## config.mk

```make
export PLATFORM = sky130hd
export DESIGN_NAME = axi_id_remapper_flat
export DESIGN_NICKNAME = d
export VERILOG_FILES = /design/src/rtl/axi_id_remapper_if.sv /design/src/rtl/axi_id_remapper.sv /design/src/flat_wrapper.sv
export SDC_FILE = /design/constraint.sdc
export NUM_CORES = 1
export LEC_CHECK = 0
export CELL_PAD_IN_SITES_DETAIL_PLACEMENT = 0
export CELL_PAD_IN_SITES_GLOBAL_PLACEMENT = 1
export CORE_ASPECT_RATIO = 1.1
export CORE_UTILIZATION = 37
export DETAILED_ROUTE_END_ITERATION = 10
export PLACE_DENSITY_LB_ADDON = 0.1
export SYNTH_ARGS = -nofsm -noshare
export SYNTH_HDL_FRONTEND = slang
export SYNTH_SLANG_ARGS = --single-unit
export TNS_END_PERCENT = 30
```

## constraint.sdc

```tcl
create_clock -name clk -period 4.05 [get_ports clk]
set_input_delay 1.215 -clock clk [delete_from_list [all_inputs] [get_ports clk]]
set_output_delay 1.215 -clock clk [all_outputs]
set_load 0.1 [all_outputs]
```

## src/rtl/axi_id_remapper_if.sv

```systemverilog
// AXI channel bundle used on both sides of the ID remapper.
// The master-side and slave-side instances differ only in ID_WIDTH.
interface axi_channel #(
  parameter int unsigned ID_WIDTH   = 4,
  parameter int unsigned ADDR_WIDTH = 32,
  parameter int unsigned DATA_WIDTH = 32,
  parameter int unsigned USER_WIDTH = 1
);
  logic                    aw_valid;
  logic                    aw_ready;
  logic [ID_WIDTH-1:0]     aw_id;
  logic [ADDR_WIDTH-1:0]   aw_addr;
  logic [7:0]              aw_len;
  logic [2:0]              aw_size;
  logic [1:0]              aw_burst;
  logic [USER_WIDTH-1:0]   aw_user;

  logic                    w_valid;
  logic                    w_ready;
  logic [DATA_WIDTH-1:0]   w_data;
  logic [DATA_WIDTH/8-1:0] w_strb;
  logic                    w_last;
  logic [USER_WIDTH-1:0]   w_user;

  logic                    b_valid;
  logic                    b_ready;
  logic [ID_WIDTH-1:0]     b_id;
  logic [1:0]              b_resp;
  logic [USER_WIDTH-1:0]   b_user;

  logic                    ar_valid;
  logic                    ar_ready;
  logic [ID_WIDTH-1:0]     ar_id;
  logic [ADDR_WIDTH-1:0]   ar_addr;
  logic [7:0]              ar_len;
  logic [2:0]              ar_size;
  logic [1:0]              ar_burst;
  logic [USER_WIDTH-1:0]   ar_user;

  logic                    r_valid;
  logic                    r_ready;
  logic [ID_WIDTH-1:0]     r_id;
  logic [DATA_WIDTH-1:0]   r_data;
  logic [1:0]              r_resp;
  logic                    r_last;
  logic [USER_WIDTH-1:0]   r_user;

  modport master (
    output aw_valid, aw_id, aw_addr, aw_len, aw_size, aw_burst, aw_user,
    input  aw_ready,
    output w_valid, w_data, w_strb, w_last, w_user,
    input  w_ready,
    input  b_valid, b_id, b_resp, b_user,
    output b_ready,
    output ar_valid, ar_id, ar_addr, ar_len, ar_size, ar_burst, ar_user,
    input  ar_ready,
    input  r_valid, r_id, r_data, r_resp, r_last, r_user,
    output r_ready
  );

  modport slave (
    input  aw_valid, aw_id, aw_addr, aw_len, aw_size, aw_burst, aw_user,
    output aw_ready,
    input  w_valid, w_data, w_strb, w_last, w_user,
    output w_ready,
    output b_valid, b_id, b_resp, b_user,
    input  b_ready,
    input  ar_valid, ar_id, ar_addr, ar_len, ar_size, ar_burst, ar_user,
    output ar_ready,
    output r_valid, r_id, r_data, r_resp, r_last, r_user,
    input  r_ready
  );
endinterface

```

## src/rtl/axi_id_remapper.sv

```systemverilog
// Wide-to-narrow AXI ID remapper: each in-flight master ID is dynamically bound
// to a free slave ID and the full master ID is restored on B/R responses.
module axi_id_remapper_engine #(
  parameter int unsigned MID = 6,
  parameter int unsigned SID = 2,
  parameter int unsigned CW  = 4,
  parameter int unsigned PW  = 1
) (
  input  logic           clk,
  input  logic           rstn,
  input  logic           req_valid,
  output logic           req_ready,
  input  logic [MID-1:0] req_id,
  input  logic [PW-1:0]  req_pl,
  output logic           out_valid,
  input  logic           out_ready,
  output logic [SID-1:0] out_id,
  output logic [PW-1:0]  out_pl,
  input  logic           rsp_hs,
  input  logic           rsp_last,
  input  logic [SID-1:0] rsp_sid,
  output logic [MID-1:0] rsp_mid
);
  localparam int unsigned   NENT    = 1 << SID;
  localparam logic [CW-1:0] CNT_MAX = '1;

  logic           stg_valid;
  logic [MID-1:0] stg_id;
  logic [PW-1:0]  stg_pl;
  logic [MID-1:0] mid_q [NENT];
  logic [CW-1:0]  cnt_q [NENT];

  logic           hit;
  logic           free_found;
  logic           grant;
  logic [SID-1:0] hit_idx;
  logic [SID-1:0] free_idx;
  logic [SID-1:0] grant_idx;
  logic           out_fire;
  logic [NENT-1:0] inc;
  logic [NENT-1:0] dec;

  // A live entry for the same ID always wins over a free one so that same-ID
  // transactions stay on one slave ID and keep their AXI ordering.
  always_comb begin
    hit        = 1'b0;
    hit_idx    = '0;
    free_found = 1'b0;
    free_idx   = '0;
    for (int unsigned i = 0; i < NENT; i++) begin
      if (cnt_q[i] != '0 && mid_q[i] == stg_id) begin
        hit     = 1'b1;
        hit_idx = SID'(i);
      end
    end
    for (int unsigned i = NENT; i > 0; i--) begin
      if (cnt_q[i-1] == '0) begin
        free_found = 1'b1;
        free_idx   = SID'(i-1);
      end
    end
    grant_idx = hit ? hit_idx : free_idx;
    grant     = hit ? (cnt_q[hit_idx] != CNT_MAX) : free_found;
  end

  assign out_valid = stg_valid && grant;
  assign out_id    = grant_idx;
  assign out_pl    = stg_pl;
  assign out_fire  = out_valid && out_ready;
  assign req_ready = !stg_valid || out_fire;
  assign rsp_mid   = mid_q[rsp_sid];

  always_comb begin
    inc = '0;
    dec = '0;
    for (int unsigned i = 0; i < NENT; i++) begin
      inc[i] = out_fire && (grant_idx == SID'(i));
      dec[i] = rsp_hs && rsp_last && (rsp_sid == SID'(i)) && (cnt_q[i] != '0);
    end
  end

  always_ff @(posedge clk or negedge rstn) begin
    if (!rstn) begin
      stg_valid <= 1'b0;
      stg_id    <= '0;
      stg_pl    <= '0;
    end else if (req_valid && req_ready) begin
      stg_valid <= 1'b1;
      stg_id    <= req_id;
      stg_pl    <= req_pl;
    end else if (out_fire) begin
      stg_valid <= 1'b0;
    end
  end

  always_ff @(posedge clk or negedge rstn) begin
    if (!rstn) begin
      for (int unsigned i = 0; i < NENT; i++) begin
        mid_q[i] <= '0;
        cnt_q[i] <= '0;
      end
    end else begin
      for (int unsigned i = 0; i < NENT; i++) begin
        if (inc[i]) mid_q[i] <= stg_id;
        if (inc[i] && !dec[i]) cnt_q[i] <= cnt_q[i] + 1'b1;
        else if (dec[i] && !inc[i]) cnt_q[i] <= cnt_q[i] - 1'b1;
      end
    end
  end

  always_ff @(posedge clk) begin
    if (rstn && rsp_hs)
      assert (cnt_q[rsp_sid] != '0) else $error("response on idle slave ID %0d", rsp_sid);
  end
endmodule

module axi_id_remapper #(
  parameter int unsigned ACTIVE_CNT_WIDTH = 4
) (
  input logic        clk,
  input logic        rstn,
  axi_channel.slave  master,
  axi_channel.master slave
);
  localparam int unsigned MID = master.ID_WIDTH;
  localparam int unsigned SID = slave.ID_WIDTH;
  localparam int unsigned AW  = master.ADDR_WIDTH;
  localparam int unsigned UW  = master.USER_WIDTH;
  localparam int unsigned PW  = AW + 8 + 3 + 2 + UW;

  if (master.DATA_WIDTH != slave.DATA_WIDTH || master.ADDR_WIDTH != slave.ADDR_WIDTH ||
      master.USER_WIDTH != slave.USER_WIDTH || MID <= SID) begin : g_param_check
    $fatal(1, "Parameter mismatch");
  end

  logic [PW-1:0] aw_req_pl;
  logic [PW-1:0] aw_out_pl;
  logic [PW-1:0] ar_req_pl;
  logic [PW-1:0] ar_out_pl;

  assign aw_req_pl = {master.aw_addr, master.aw_len, master.aw_size, master.aw_burst, master.aw_user};
  assign {slave.aw_addr, slave.aw_len, slave.aw_size, slave.aw_burst, slave.aw_user} = aw_out_pl;
  assign ar_req_pl = {master.ar_addr, master.ar_len, master.ar_size, master.ar_burst, master.ar_user};
  assign {slave.ar_addr, slave.ar_len, slave.ar_size, slave.ar_burst, slave.ar_user} = ar_out_pl;

  axi_id_remapper_engine #(
    .MID (MID),
    .SID (SID),
    .CW  (ACTIVE_CNT_WIDTH),
    .PW  (PW)
  ) u_wr (
    .clk       (clk),
    .rstn      (rstn),
    .req_valid (master.aw_valid),
    .req_ready (master.aw_ready),
    .req_id    (master.aw_id),
    .req_pl    (aw_req_pl),
    .out_valid (slave.aw_valid),
    .out_ready (slave.aw_ready),
    .out_id    (slave.aw_id),
    .out_pl    (aw_out_pl),
    .rsp_hs    (slave.b_valid && master.b_ready),
    .rsp_last  (1'b1),
    .rsp_sid   (slave.b_id),
    .rsp_mid   (master.b_id)
  );

  // Read entries are held for the whole burst and released on the last beat.
  axi_id_remapper_engine #(
    .MID (MID),
    .SID (SID),
    .CW  (ACTIVE_CNT_WIDTH),
    .PW  (PW)
  ) u_rd (
    .clk       (clk),
    .rstn      (rstn),
    .req_valid (master.ar_valid),
    .req_ready (master.ar_ready),
    .req_id    (master.ar_id),
    .req_pl    (ar_req_pl),
    .out_valid (slave.ar_valid),
    .out_ready (slave.ar_ready),
    .out_id    (slave.ar_id),
    .out_pl    (ar_out_pl),
    .rsp_hs    (slave.r_valid && master.r_ready),
    .rsp_last  (slave.r_last),
    .rsp_sid   (slave.r_id),
    .rsp_mid   (master.r_id)
  );

  assign slave.w_valid  = master.w_valid;
  assign slave.w_data   = master.w_data;
  assign slave.w_strb   = master.w_strb;
  assign slave.w_last   = master.w_last;
  assign slave.w_user   = master.w_user;
  assign master.w_ready = slave.w_ready;

  assign master.b_valid = slave.b_valid;
  assign master.b_resp  = slave.b_resp;
  assign master.b_user  = slave.b_user;
  assign slave.b_ready  = master.b_ready;

  assign master.r_valid = slave.r_valid;
  assign master.r_data  = slave.r_data;
  assign master.r_resp  = slave.r_resp;
  assign master.r_last  = slave.r_last;
  assign master.r_user  = slave.r_user;
  assign slave.r_ready  = master.r_ready;
endmodule

```

## src/flat_wrapper.sv

```systemverilog
// flat-port wrapper written by rule: the top's interface ports become plain ports
module axi_id_remapper_flat 
#(
  parameter int unsigned ACTIVE_CNT_WIDTH = 4
)
  (clk, rstn, master_aw_valid, master_aw_id, master_aw_addr, master_aw_len, master_aw_size, master_aw_burst, master_aw_user, master_aw_ready, master_w_valid, master_w_data, master_w_strb, master_w_last, master_w_user, master_w_ready, master_b_valid, master_b_id, master_b_resp, master_b_user, master_b_ready, master_ar_valid, master_ar_id, master_ar_addr, master_ar_len, master_ar_size, master_ar_burst, master_ar_user, master_ar_ready, master_r_valid, master_r_id, master_r_data, master_r_resp, master_r_last, master_r_user, master_r_ready, slave_aw_valid, slave_aw_id, slave_aw_addr, slave_aw_len, slave_aw_size, slave_aw_burst, slave_aw_user, slave_aw_ready, slave_w_valid, slave_w_data, slave_w_strb, slave_w_last, slave_w_user, slave_w_ready, slave_b_valid, slave_b_id, slave_b_resp, slave_b_user, slave_b_ready, slave_ar_valid, slave_ar_id, slave_ar_addr, slave_ar_len, slave_ar_size, slave_ar_burst, slave_ar_user, slave_ar_ready, slave_r_valid, slave_r_id, slave_r_data, slave_r_resp, slave_r_last, slave_r_user, slave_r_ready);
  axi_channel #(.ID_WIDTH(6), .ADDR_WIDTH(16), .DATA_WIDTH(16), .USER_WIDTH(2)) master_i ();
  axi_channel #(.ID_WIDTH(2), .ADDR_WIDTH(16), .DATA_WIDTH(16), .USER_WIDTH(2)) slave_i ();
  input logic clk;
  input logic rstn;
  input wire logic [$bits(master_i.aw_valid)-1:0] master_aw_valid;
  input wire logic [$bits(master_i.aw_id)-1:0] master_aw_id;
  input wire logic [$bits(master_i.aw_addr)-1:0] master_aw_addr;
  input wire logic [$bits(master_i.aw_len)-1:0] master_aw_len;
  input wire logic [$bits(master_i.aw_size)-1:0] master_aw_size;
  input wire logic [$bits(master_i.aw_burst)-1:0] master_aw_burst;
  input wire logic [$bits(master_i.aw_user)-1:0] master_aw_user;
  output wire logic [$bits(master_i.aw_ready)-1:0] master_aw_ready;
  input wire logic [$bits(master_i.w_valid)-1:0] master_w_valid;
  input wire logic [$bits(master_i.w_data)-1:0] master_w_data;
  input wire logic [$bits(master_i.w_strb)-1:0] master_w_strb;
  input wire logic [$bits(master_i.w_last)-1:0] master_w_last;
  input wire logic [$bits(master_i.w_user)-1:0] master_w_user;
  output wire logic [$bits(master_i.w_ready)-1:0] master_w_ready;
  output wire logic [$bits(master_i.b_valid)-1:0] master_b_valid;
  output wire logic [$bits(master_i.b_id)-1:0] master_b_id;
  output wire logic [$bits(master_i.b_resp)-1:0] master_b_resp;
  output wire logic [$bits(master_i.b_user)-1:0] master_b_user;
  input wire logic [$bits(master_i.b_ready)-1:0] master_b_ready;
  input wire logic [$bits(master_i.ar_valid)-1:0] master_ar_valid;
  input wire logic [$bits(master_i.ar_id)-1:0] master_ar_id;
  input wire logic [$bits(master_i.ar_addr)-1:0] master_ar_addr;
  input wire logic [$bits(master_i.ar_len)-1:0] master_ar_len;
  input wire logic [$bits(master_i.ar_size)-1:0] master_ar_size;
  input wire logic [$bits(master_i.ar_burst)-1:0] master_ar_burst;
  input wire logic [$bits(master_i.ar_user)-1:0] master_ar_user;
  output wire logic [$bits(master_i.ar_ready)-1:0] master_ar_ready;
  output wire logic [$bits(master_i.r_valid)-1:0] master_r_valid;
  output wire logic [$bits(master_i.r_id)-1:0] master_r_id;
  output wire logic [$bits(master_i.r_data)-1:0] master_r_data;
  output wire logic [$bits(master_i.r_resp)-1:0] master_r_resp;
  output wire logic [$bits(master_i.r_last)-1:0] master_r_last;
  output wire logic [$bits(master_i.r_user)-1:0] master_r_user;
  input wire logic [$bits(master_i.r_ready)-1:0] master_r_ready;
  output wire logic [$bits(slave_i.aw_valid)-1:0] slave_aw_valid;
  output wire logic [$bits(slave_i.aw_id)-1:0] slave_aw_id;
  output wire logic [$bits(slave_i.aw_addr)-1:0] slave_aw_addr;
  output wire logic [$bits(slave_i.aw_len)-1:0] slave_aw_len;
  output wire logic [$bits(slave_i.aw_size)-1:0] slave_aw_size;
  output wire logic [$bits(slave_i.aw_burst)-1:0] slave_aw_burst;
  output wire logic [$bits(slave_i.aw_user)-1:0] slave_aw_user;
  input wire logic [$bits(slave_i.aw_ready)-1:0] slave_aw_ready;
  output wire logic [$bits(slave_i.w_valid)-1:0] slave_w_valid;
  output wire logic [$bits(slave_i.w_data)-1:0] slave_w_data;
  output wire logic [$bits(slave_i.w_strb)-1:0] slave_w_strb;
  output wire logic [$bits(slave_i.w_last)-1:0] slave_w_last;
  output wire logic [$bits(slave_i.w_user)-1:0] slave_w_user;
  input wire logic [$bits(slave_i.w_ready)-1:0] slave_w_ready;
  input wire logic [$bits(slave_i.b_valid)-1:0] slave_b_valid;
  input wire logic [$bits(slave_i.b_id)-1:0] slave_b_id;
  input wire logic [$bits(slave_i.b_resp)-1:0] slave_b_resp;
  input wire logic [$bits(slave_i.b_user)-1:0] slave_b_user;
  output wire logic [$bits(slave_i.b_ready)-1:0] slave_b_ready;
  output wire logic [$bits(slave_i.ar_valid)-1:0] slave_ar_valid;
  output wire logic [$bits(slave_i.ar_id)-1:0] slave_ar_id;
  output wire logic [$bits(slave_i.ar_addr)-1:0] slave_ar_addr;
  output wire logic [$bits(slave_i.ar_len)-1:0] slave_ar_len;
  output wire logic [$bits(slave_i.ar_size)-1:0] slave_ar_size;
  output wire logic [$bits(slave_i.ar_burst)-1:0] slave_ar_burst;
  output wire logic [$bits(slave_i.ar_user)-1:0] slave_ar_user;
  input wire logic [$bits(slave_i.ar_ready)-1:0] slave_ar_ready;
  input wire logic [$bits(slave_i.r_valid)-1:0] slave_r_valid;
  input wire logic [$bits(slave_i.r_id)-1:0] slave_r_id;
  input wire logic [$bits(slave_i.r_data)-1:0] slave_r_data;
  input wire logic [$bits(slave_i.r_resp)-1:0] slave_r_resp;
  input wire logic [$bits(slave_i.r_last)-1:0] slave_r_last;
  input wire logic [$bits(slave_i.r_user)-1:0] slave_r_user;
  output wire logic [$bits(slave_i.r_ready)-1:0] slave_r_ready;
  assign master_i.aw_valid = master_aw_valid;
  assign master_i.aw_id = master_aw_id;
  assign master_i.aw_addr = master_aw_addr;
  assign master_i.aw_len = master_aw_len;
  assign master_i.aw_size = master_aw_size;
  assign master_i.aw_burst = master_aw_burst;
  assign master_i.aw_user = master_aw_user;
  assign master_aw_ready = master_i.aw_ready;
  assign master_i.w_valid = master_w_valid;
  assign master_i.w_data = master_w_data;
  assign master_i.w_strb = master_w_strb;
  assign master_i.w_last = master_w_last;
  assign master_i.w_user = master_w_user;
  assign master_w_ready = master_i.w_ready;
  assign master_b_valid = master_i.b_valid;
  assign master_b_id = master_i.b_id;
  assign master_b_resp = master_i.b_resp;
  assign master_b_user = master_i.b_user;
  assign master_i.b_ready = master_b_ready;
  assign master_i.ar_valid = master_ar_valid;
  assign master_i.ar_id = master_ar_id;
  assign master_i.ar_addr = master_ar_addr;
  assign master_i.ar_len = master_ar_len;
  assign master_i.ar_size = master_ar_size;
  assign master_i.ar_burst = master_ar_burst;
  assign master_i.ar_user = master_ar_user;
  assign master_ar_ready = master_i.ar_ready;
  assign master_r_valid = master_i.r_valid;
  assign master_r_id = master_i.r_id;
  assign master_r_data = master_i.r_data;
  assign master_r_resp = master_i.r_resp;
  assign master_r_last = master_i.r_last;
  assign master_r_user = master_i.r_user;
  assign master_i.r_ready = master_r_ready;
  assign slave_aw_valid = slave_i.aw_valid;
  assign slave_aw_id = slave_i.aw_id;
  assign slave_aw_addr = slave_i.aw_addr;
  assign slave_aw_len = slave_i.aw_len;
  assign slave_aw_size = slave_i.aw_size;
  assign slave_aw_burst = slave_i.aw_burst;
  assign slave_aw_user = slave_i.aw_user;
  assign slave_i.aw_ready = slave_aw_ready;
  assign slave_w_valid = slave_i.w_valid;
  assign slave_w_data = slave_i.w_data;
  assign slave_w_strb = slave_i.w_strb;
  assign slave_w_last = slave_i.w_last;
  assign slave_w_user = slave_i.w_user;
  assign slave_i.w_ready = slave_w_ready;
  assign slave_i.b_valid = slave_b_valid;
  assign slave_i.b_id = slave_b_id;
  assign slave_i.b_resp = slave_b_resp;
  assign slave_i.b_user = slave_b_user;
  assign slave_b_ready = slave_i.b_ready;
  assign slave_ar_valid = slave_i.ar_valid;
  assign slave_ar_id = slave_i.ar_id;
  assign slave_ar_addr = slave_i.ar_addr;
  assign slave_ar_len = slave_i.ar_len;
  assign slave_ar_size = slave_i.ar_size;
  assign slave_ar_burst = slave_i.ar_burst;
  assign slave_ar_user = slave_i.ar_user;
  assign slave_i.ar_ready = slave_ar_ready;
  assign slave_i.r_valid = slave_r_valid;
  assign slave_i.r_id = slave_r_id;
  assign slave_i.r_data = slave_r_data;
  assign slave_i.r_resp = slave_r_resp;
  assign slave_i.r_last = slave_r_last;
  assign slave_i.r_user = slave_r_user;
  assign slave_r_ready = slave_i.r_ready;
  axi_id_remapper #(.ACTIVE_CNT_WIDTH(ACTIVE_CNT_WIDTH)) u_core (.clk(clk), .rstn(rstn), .master(master_i), .slave(slave_i));
endmodule
```

# ---- After elaboration in Yosys (flattened, before gate mapping)
# Cells that the tools add are included.
dict set report totals {
  out_inout_bits 134
  ram_bits 0
  n_memories 0
  latch_bits 0
  word_cells 241
  ff_bits 156
  rom_bits 0
}
dict set report classes {
  reduce_logical 107
  eq_ne 22
  div 0
  n_shift 0
  n_addsub 16
  bitwise_logic 4
  multipliers 0
  n_mux 66
  magnitude_cmp 4
}
# operator count
set ops {}
lappend ops {{4-bit two-way mux} 20}
lappend ops {{1-bit logical AND} 57}
lappend ops {{6-bit == test} 8}
lappend ops {{4-bit by 1-bit adder with 4-bit output (second input constant)} 8}
lappend ops {{4-bit logical NOT} 8}
lappend ops {{4-bit nonzero test} 8}
lappend ops {{4-bit by 1-bit subtractor with 4-bit output (second input constant)} 8}
lappend ops {{2-bit two-way mux} 14}
lappend ops {{6-bit binary-select mux with 2-bit select} 2}
lappend ops {{1-bit two-way mux} 24}
lappend ops {{6-bit two-way mux} 4}
lappend ops {{2-bit nonzero test} 10}
lappend ops {{1-bit logical NOT} 18}
lappend ops {{4-bit binary-select mux with 2-bit select} 2}
lappend ops {{2-bit == test (second input constant)} 8}
lappend ops {{3-bit >= comparator (second input constant)} 4}
lappend ops {{2-bit NOT with 3-bit output} 4}
lappend ops {{2-bit by 1-bit == test with 1-bit output (second input constant)} 4}
lappend ops {{2-bit logical NOT} 4}
lappend ops {{4-bit != test (second input constant)} 2}
lappend ops {{1-bit logical OR} 2}

# ---- Depth between registers and ports, before layout
# Gate-level depths: netlist of the first run.
dict set report depth {
  word_depth 18
  depth_mapped 16
  mapped_depth_nobuf 15
}

# ---- Hierarchy
# A second synthesis of the first run with hierarchy kept.
dict set report unflattened {
  hier_cells 664
  area_unflattened_um2 8614.5
}
# mod area_each_um2 cells_per_inst n_inst seq_area_each_um2
set by_module_without_submodules {}
lappend by_module_without_submodules {{axi_id_remapper_engine (u_core.u_rd)} 4202.8 305 1 1951.9}
lappend by_module_without_submodules {{axi_id_remapper_engine (u_core.u_wr)} 4005.1 304 1 1951.9}
lappend by_module_without_submodules {axi_id_remapper 406.6 55 1 0.0}

# ---- Least setup slack after synthesis of the first run
# OpenSTA, ideal clock, no wires.
dict set report synth_path {
  path_kind {register to output}
  from {reg u_core.u_rd.cnt_q[5] (netlist name)}
  to {out master_ar_ready}
  stages_incl_launch_ff 7
  path_buffers 0
  path_slack_ns -2.041
  arrival_ns 4.876
  t_required_ns 2.835
  cell_sequence {dfrtp_1 > or4_4 > and3_4 > a22o_1 > o221ai_2 > nor2_2 > o41ai_1}
}
dict set report synth_between {
  elab_chain_cells 13
  word_cells_on_any_way 19
}
# item line
set synth_lines {}
lappend synth_lines {{start: declaration} axi_id_remapper.sv:31} ;# logic [CW-1:0] cnt_q [NENT];
lappend synth_lines {{start signal: indexed assignment} axi_id_remapper.sv:105} ;# if (inc[i] && !dec[i]) cnt_q[i] <= cnt_q[i] + 1'b1;
lappend synth_lines {{start signal: indexed assignment} axi_id_remapper.sv:106} ;# else if (dec[i] && !inc[i]) cnt_q[i] <= cnt_q[i] - 1'b1;
lappend synth_lines {{4-bit nonzero test} axi_id_remapper.sv:51} ;# if (cnt_q[i] != '0 && mid_q[i] == stg_id) begin
lappend synth_lines {{1-bit logical AND} axi_id_remapper.sv:51}
lappend synth_lines {{2-bit two-way mux (2 in a row)} axi_id_remapper.sv:51}
lappend synth_lines {{2-bit NOT with 3-bit output (not written as such)} axi_id_remapper.sv:63} ;# grant = hit ? (cnt_q[hit_idx] != CNT_MAX) : free_found;
lappend synth_lines {{4-bit binary-select mux with 2-bit select} axi_id_remapper.sv:63}
lappend synth_lines {{4-bit two-way mux (not written as such) (2 in a row)} axi_id_remapper.sv:63}
lappend synth_lines {{4-bit != test} axi_id_remapper.sv:63}
lappend synth_lines {{1-bit two-way mux (*)} axi_id_remapper.sv:63}
lappend synth_lines {{1-bit logical AND (*)} axi_id_remapper.sv:66} ;# assign out_valid = stg_valid && grant;
lappend synth_lines {{1-bit logical AND (*)} axi_id_remapper.sv:69} ;# assign out_fire = out_valid && out_ready;
lappend synth_lines {{1-bit logical OR (*)} axi_id_remapper.sv:70} ;# assign req_ready = !stg_valid || out_fire;
lappend synth_lines {{end: declaration} flat_wrapper.sv:37} ;# output wire logic [$bits(master_i.ar_ready)-1:0] master_ar_ready;
# Mark *: on every way between the ends. The rest lies on a longest branch, timed or not. The select of a mux whose other input is x is not followed.

# ---- Worst setup path in the final report of the first run
dict set report layout_path {
  from {reg u_core.u_rd.cnt_q[9] (netlist name)}
  to {out master_ar_ready}
}
dict set report layout_between {
  elab_chain_cells 14
  word_cells_on_any_way 20
}
# item line
set layout_lines {}
lappend layout_lines {{4-bit nonzero test} axi_id_remapper.sv:51}
lappend layout_lines {{1-bit logical AND} axi_id_remapper.sv:51}
lappend layout_lines {{1-bit two-way mux} axi_id_remapper.sv:51}
lappend layout_lines {{2-bit two-way mux (2 in a row)} axi_id_remapper.sv:51}
lappend layout_lines {{2-bit NOT with 3-bit output (not written as such)} axi_id_remapper.sv:63}
lappend layout_lines {{4-bit binary-select mux with 2-bit select} axi_id_remapper.sv:63}
lappend layout_lines {{4-bit two-way mux (not written as such) (2 in a row)} axi_id_remapper.sv:63}
lappend layout_lines {{4-bit != test} axi_id_remapper.sv:63}
lappend layout_lines {{1-bit two-way mux (*)} axi_id_remapper.sv:63}
lappend layout_lines {{1-bit logical AND (*)} axi_id_remapper.sv:66}
lappend layout_lines {{1-bit logical AND (*)} axi_id_remapper.sv:69}
lappend layout_lines {{1-bit logical OR (*)} axi_id_remapper.sv:70}
# Marks and branches as above.

==> results of run 1 <==
==> metal layers <==
layer | track usage [%] | vias up | routed length (um)
met5 | 0 | - | 0
li1 | - | 2580 | -
met3 | 3.61 | 55 | 716
met2 | 32.8 | 135 | 10900
met1 | 21.3 | 2832 | 8350
met4 | 8.24 | 0 | 616
==> path summary, 6_finish.rpt <==
check | slack (ps) | end | cells after the start | startpoint
worst min-delay path | 490 | u_core.u_wr.cnt_q[7]$_DFFE_PN0P_ | 1 | u_core.u_wr.cnt_q[7]$_DFFE_PN0P_
worst max register to register | 380 | u_core.u_rd.cnt_q[11]$_DFFE_PN0P_ | 14 | u_core.u_rd.cnt_q[4]$_DFFE_PN0P_
worst min register to register | 490 | u_core.u_wr.cnt_q[7]$_DFFE_PN0P_ | 1 | u_core.u_wr.cnt_q[7]$_DFFE_PN0P_
max in group asynchronous | 2400 | u_core.u_rd.cnt_q[8]$_DFFE_PN0P_ | 2 | rstn
worst max-delay path | 50 | master_ar_ready | 7 | u_core.u_rd.cnt_q[9]$_DFFE_PN0P_
min in group asynchronous | 790 | u_core.u_wr.cnt_q[14]$_DFFE_PN0P_ | 1 | rstn
==> final cells by class <==
class	instances	area share, %
diodes	1	0.0222
clock inverters	14	1.58
well taps	295	3.28
inverters	15	0.500
flip-flops and latches	156	34.7
multi-input cells	411	36.3
repair buffers	204	19.8
clock buffers	18	3.81
==> cells in the final DEF, fill, tap and decap left out, types with 3 or more instances in the layout <==
cell type,n
nor4_1,10
a21o_1,6
dfrtp_2,3
nor3b_2,3
xnor2_1,49
buf_12,27
clkbuf_16,17
inv_6,4
mux2_4,30
mux4_2,12
nor3_1,7
nand2b_1,3
and4_1,5
or4_4,3
xor2_1,30
nand2_1,24
nor2_1,15
nor3_2,3
mux2_2,101
o21ai_0,10
nand4_1,11
inv_1,14
ha_1,23
nand3_1,8
fa_1,8
or4_1,3
buf_4,33
inv_8,4
clkdlybuf4s50_1,143
a21oi_1,10
and3_1,3
dfrtp_1,153
==> cells in the mapped netlist, types with 11 or more instances <==
| master | number |
|---|---|
| a21oi_1 | 11 |
| buf_2 | 17 |
| buf_4 | 52 |
| dfrtp_1 | 156 |
| ha_1 | 24 |
| inv_1 | 15 |
| mux2_2 | 101 |
| mux2_4 | 30 |
| mux4_2 | 12 |
| nand2_1 | 25 |
| nand4_1 | 11 |
| nor2_1 | 15 |
| xnor2_1 | 50 |
| xor2_1 | 30 |
==> worst max-delay path: stages, from the launching register on <==
cell      delay (ps)
dfrtp_1          450
or4_4            570
and3_2           210
a22o_1           210
o221ai_2         240
nor2_2           120
o41ai_4          320
buf_12           230
==> metrics by stage <==
step	setup TNS [ps]	cell area [sq um]
global placement	0	10600
global route	-48.5	11300
CTS	0	11200
floorplan	-4090	8550
detailed placement	0	10600
finish	0	11300
==> logic make-up (layout without fill, tap and decap cells) <==
logic type | after synthesis | in the layout | share of synthesized area, %
flip-flops | 156 | 156 | 46.0
multiplexers | 143 | 143 | 21.9
AND/OR/NAND/NOR | 109 | 109 | 7.36
buffers and inverters | 92 | 251 | 6.89
XOR/XNOR | 80 | 80 | 8.26
AO/OA/AOI/OAI | 47 | 47 | 4.16
adder cells (fa/ha/maj) | 32 | 32 | 5.43
other | 0 | 1 | 0
==> repair_timing <==
| action | 4_1_cts | 5_1_grt |
|---|---|---|
| pin swaps | 1 | 2 |
| hold endpoints to repair | 0 | 0 |
| gates resized for setup | 2 | 5 |
| endpoints found under the setup margin | 1 | 3 |
| buffers inserted | 0 | 2 |
==> state kept, by name (all words and copies together) (netlist names) <==
signal and count:
u_core.u_rd.out_pl 31, u_core.u_wr.out_pl 31, u_core.u_rd.mid_q 24, u_core.u_wr.mid_q 24
u_core.u_rd.cnt_q 16, u_core.u_wr.cnt_q 16, u_core.u_rd.stg_id 6, u_core.u_wr.stg_id 6
u_core.u_rd.stg_valid 1, u_core.u_wr.stg_valid 1
==> run_results.csv, run 1 <==
group,metric,value,unit
layout,final_cells,1114,
place,gp_congestion,0.838,
layout,drive_gt1_share,32.5,%
layout,fin_util,50.4,%
sta,whs,490,ps
layout,multi_input_area,4080,sq um
critical_path,critPathKind,"reg2out",
grt,antenna_found_initial,1,
sta,fin_skew,11.1,ps
floorplan,start_util,38.0,%
floorplan,dieArea,23500,sq um
synth,synthFlopType,"dfrtp_1",
synth,ys_ff_latch,156,
floorplan,num_rows,57,
drt,dr.pass1.iters,4,
clocking,cts_hold_buf,0,
drt,via_per_inst,5.03,
synth,synth_fp_nets,827,
drt,antenna_left,0,
hold_path,hp-class,"reg2reg",
drt,wl,20600,um
layout,area_delta_synth_final,32.6,%
synth,synth.largest_area_cell,"dfrtp_1",
sta,layout_min_cycle_time,4000,ps
drt,wl_per_cell,18.5,um
synth,ys_warn_count,0,
critical_path,start_kind,"flop",
critical_path,required,2830,ps
synth,synthCells,659,
sta,grt_setup_unrepaired,"true",
job,cap_violations,0,
layout,fillCellCount,1969,
floorplan,die_w,146,um
floorplan,core,22300,sq um
clocking,cts_buffer_depth,2,
place,hpwl,15500,um
sta,timing.fmax,0.250,GHz
clocking,path_clk_slew,60,ps
place,placedCellCount,1079,
layout,finalNetCount,973,
floorplan,pin_count,270,
sta,slew-limit-headroom,30.3,%
grt,grtUsageTotal,18.4,%
synth,synth.cell_area,8480,sq um
grt,overflow,0,
drt,vias,5602,
critical_path,crit_path_end_kind,"output port",
place,io_buffers,175,
clocking,htreeDepth,4,
sta,hold_viol_final,0,
status,outcome,"complete, no violations",
synth,synth_top_area_share,46.0,%
place,place_ws,203,ps
grt,grt_pass1_wl,33400,um
synth,post_synth.cell_area_avg,12.9,sq um
clocking,cts_tree,"done",
clocking,cts_root_buf,"clkbuf_16",
sta,tightest_slew,1040,ps
floorplan,fp.dieH,161,um
synth,synthTopCellsByArea,"dfrtp_1 46%, mux2_2 13%, mux2_4 5.3%",
drt,first_iter_violations,221,
grt,grt_max_degree,66,
clocking,clock-sinks,156,
sta,fin_ws,52.6,ps
grt,grt_pass1_vias,6092,
synth,ys_async_sr_fraction,100,%
sta,min_period_over_period,98.7,%
synth,yosysUniqueCellTypes,53,
synth,ys_seq_area_share,46.0,%
sta,setup_viol,0,
critical_path,cp_max_fo,6,
sta,slew_viol_final,0,
synth,synth-edff-count,0,
clocking,cts_inserted_buffers,17,
critical_path,critPathArrivalTime,2780,ps
layout,seq_area,3910,sq um
drt,drc,0,
clocking,insertion_delay,430,ps
Power of run 1 is left out: the tool's default activity adds up to more than one toggle a clock period on the data nets, which glitch-free logic cannot reach.
==> inputs of run 2 (changes only) <==
- CORE_MARGIN: default -> 1
==> results of run 2 <==
The final DEF is identical to that of run 1; final timing and power are the same.
Power of run 2 is left out for the same reason.
==> inputs of run 3 (changes only) <==
- ABC_CLOCK_PERIOD_IN_PS: default -> 4050
- CORE_MARGIN: 1 -> 2
==> run 3 against run 2 <==
  * Clock skew is 0.63 ps higher
  * Global-route usage is 0.72 points lower
  * Non-clock buffer count is 7 higher
  * Setup slack better by 30 ps
  * Critical endpoint unchanged
  * Highest routed layer unchanged
==> run_results.csv, run 3 (synthesized netlist as in run 1, its figures left out) <==
group,metric,value,unit
status,outcome,"complete, no violations",
floorplan,start_util,37.4,%
place,io_buffers,175,
clocking,path_clk_slew,60,ps
critical_path,reg2reg_depth,14,
hold_path,min_from,"u_core.u_wr.cnt_q[7]$_DFFE_PN0P_",
layout,fillCellCount,2016,
layout,final_area,11300,sq um
drt,vias,5626,
critical_path,critPathKind,"reg2out",
grt,met1_usage,20.9,%
floorplan,dieArea,24200,sq um
grt,grt_use_met2,32.2,%
floorplan,fp.dieH,163,um
sta,grt_setup_unrepaired,"false",
grt,grtUsageTotal,17.7,%
layout,final_cells,1125,
sta,min_period_over_period,98.0,%
critical_path,rrSetupSlack,440,ps
hold_path,hold_depth,1,
critical_path,cp_max_fo,3,
place,place_area,10600,sq um
sta,fin_skew,11.8,ps
layout,drive_gt1_share,33.6,%
clocking,cts_hold_buf,0,
grt,grt_use_met3,3.70,%
sta,slew-limit-headroom,30.3,%
clocking,insertion_delay,420,ps
place,gp_congestion,0.810,
clocking,clock-sinks,156,
drt,via_per_inst,5.00,
grt,overflow,0,
grt,grt_max_degree,75,
grt,grt_pass1_vias,6009,
critical_path,critPathArrivalTime,2750,ps
layout,final_common_cell,"dfrtp_1",
floorplan,die_w,148,um
layout,area_delta_synth_final,33.1,%
clocking,cts_root_buf,"clkbuf_16",
grt,grt-busiest-layer,"met2",
grt,antenna_found_initial,0,
grt,grt_pass1_wl,33200,um
sta,tightest_slew,1040,ps
critical_path,r2r-end,"u_core.u_rd.cnt_q[3]$_DFFE_PN0P_",
drt,first_iter_violations,214,
hold_path,hp-class,"reg2reg",
place,hpwl,15700,um
drt,antenna_left,0,
critical_path,crit_path_end_kind,"output port",
clocking,cts_buffer_depth,2,
layout,antenna-diode-count,0,
critical_path,required,2830,ps
place,placedCellCount,1085,
critical_path,start_kind,"flop",
critical_path,r2r_start,"u_core.u_rd.stg_id[3]$_DFFE_PN0P_",
floorplan,core,22700,sq um
layout,most-common-layout-cells,"152 x dfrtp_1, 143 x clkdlybuf4s50_1, 101 x mux2_2",
clocking,htreeDepth,4,
job,cap_violations,0,
floorplan,num_rows,58,
drt,dr.pass1.iters,4,
sta,setup_viol,0,
sta,timing.fmax,0.252,GHz
hold_path,hold_end,"u_core.u_wr.cnt_q[7]$_DFFE_PN0P_",
floorplan,pin_count,270,
clocking,cts_inserted_buffers,17,
drt,wl_per_cell,18.4,um
layout,finalNetCount,980,
drt,drc,0,
sta,layout_min_cycle_time,3970,ps
clocking,cts_tree,"done",
sta,hold_viol_final,0,
drt,wl,20700,um
sta,slew_viol_final,0,
[run 3: critical path, stage by stage, from the launching register on]
cell	delay [ps]
dfrtp_2	420
or4_4	550
and3_4	180
a22o_1	210
o221ai_2	240
nor2_4	80
o41ai_4	440
buf_12	220
[run 3: how the worst max path moves through the flow]
| stage | to | startpoint | slack, ps | cells after the start |
|---|---|---|---|---|
| final | master_ar_ready | u_core.u_rd.cnt_q[9]$_DFFE_PN0P_ | 80 | 7 |
| after global routing | master_ar_ready | u_core.u_rd.cnt_q[9]$_DFFE_PN0P_ | 4 | 7 |
| after CTS | master_aw_ready | u_core.u_wr.stg_id[3]$_DFFE_PN0P_ | 4 | 8 |
| after detailed placement | u_core.u_wr.cnt_q[15]$_DFFE_PN0P_ | slave_b_id[1] | 150 | 10 |
| after global placement | master_b_id[2] | slave_b_id[0] | 180 | 4 |
| after floorplan | u_core.u_rd.cnt_q[7]$_DFFE_PN0P_ | u_core.u_rd.cnt_q[4]$_DFFE_PN0P_ | -650 | 13 |
[run 3: routing by layer]
layer	wire length (um)	up-vias
met4	400	0
met5	0	-
met3	647	37
met2	11200	126
met1	8450	2868
li1	-	2595
[run 3: area by class of cell]
cell class	count	area [sq um]	area share, %
Inverter	15	56.3	0.499
Sequential cell	156	3910	34.6
Clock inverter	12	115	1.02
Tap cell	300	375	3.32
Timing Repair Buffer	211	2280	20.2
Clock buffer	20	437	3.87
Multi-Input combinational cell	411	4110	36.4
[run 3: what timing repair did]
item | in CTS | in global routing
buffers inserted | 0 | 8
resized for setup | 0 | 16
pin swaps | 2 | 7
endpoints found under the setup margin | 2 | 2
[run 3: through the flow]
step           utilization [%]  setup TNS (ps)  hold WS [ps]  setup WS [ps]
2_1_floorplan                -           -4090           448           -647
3_3_place_gp              46.8               0           468            178
3_5_place_dp              46.8               0           469            152
4_1_cts                   49.2               0           477           4.21
5_1_grt                   49.7               0           518           4.19
6_report                  49.7               0           490           82.3
Power of run 3 is left out for the same reason.
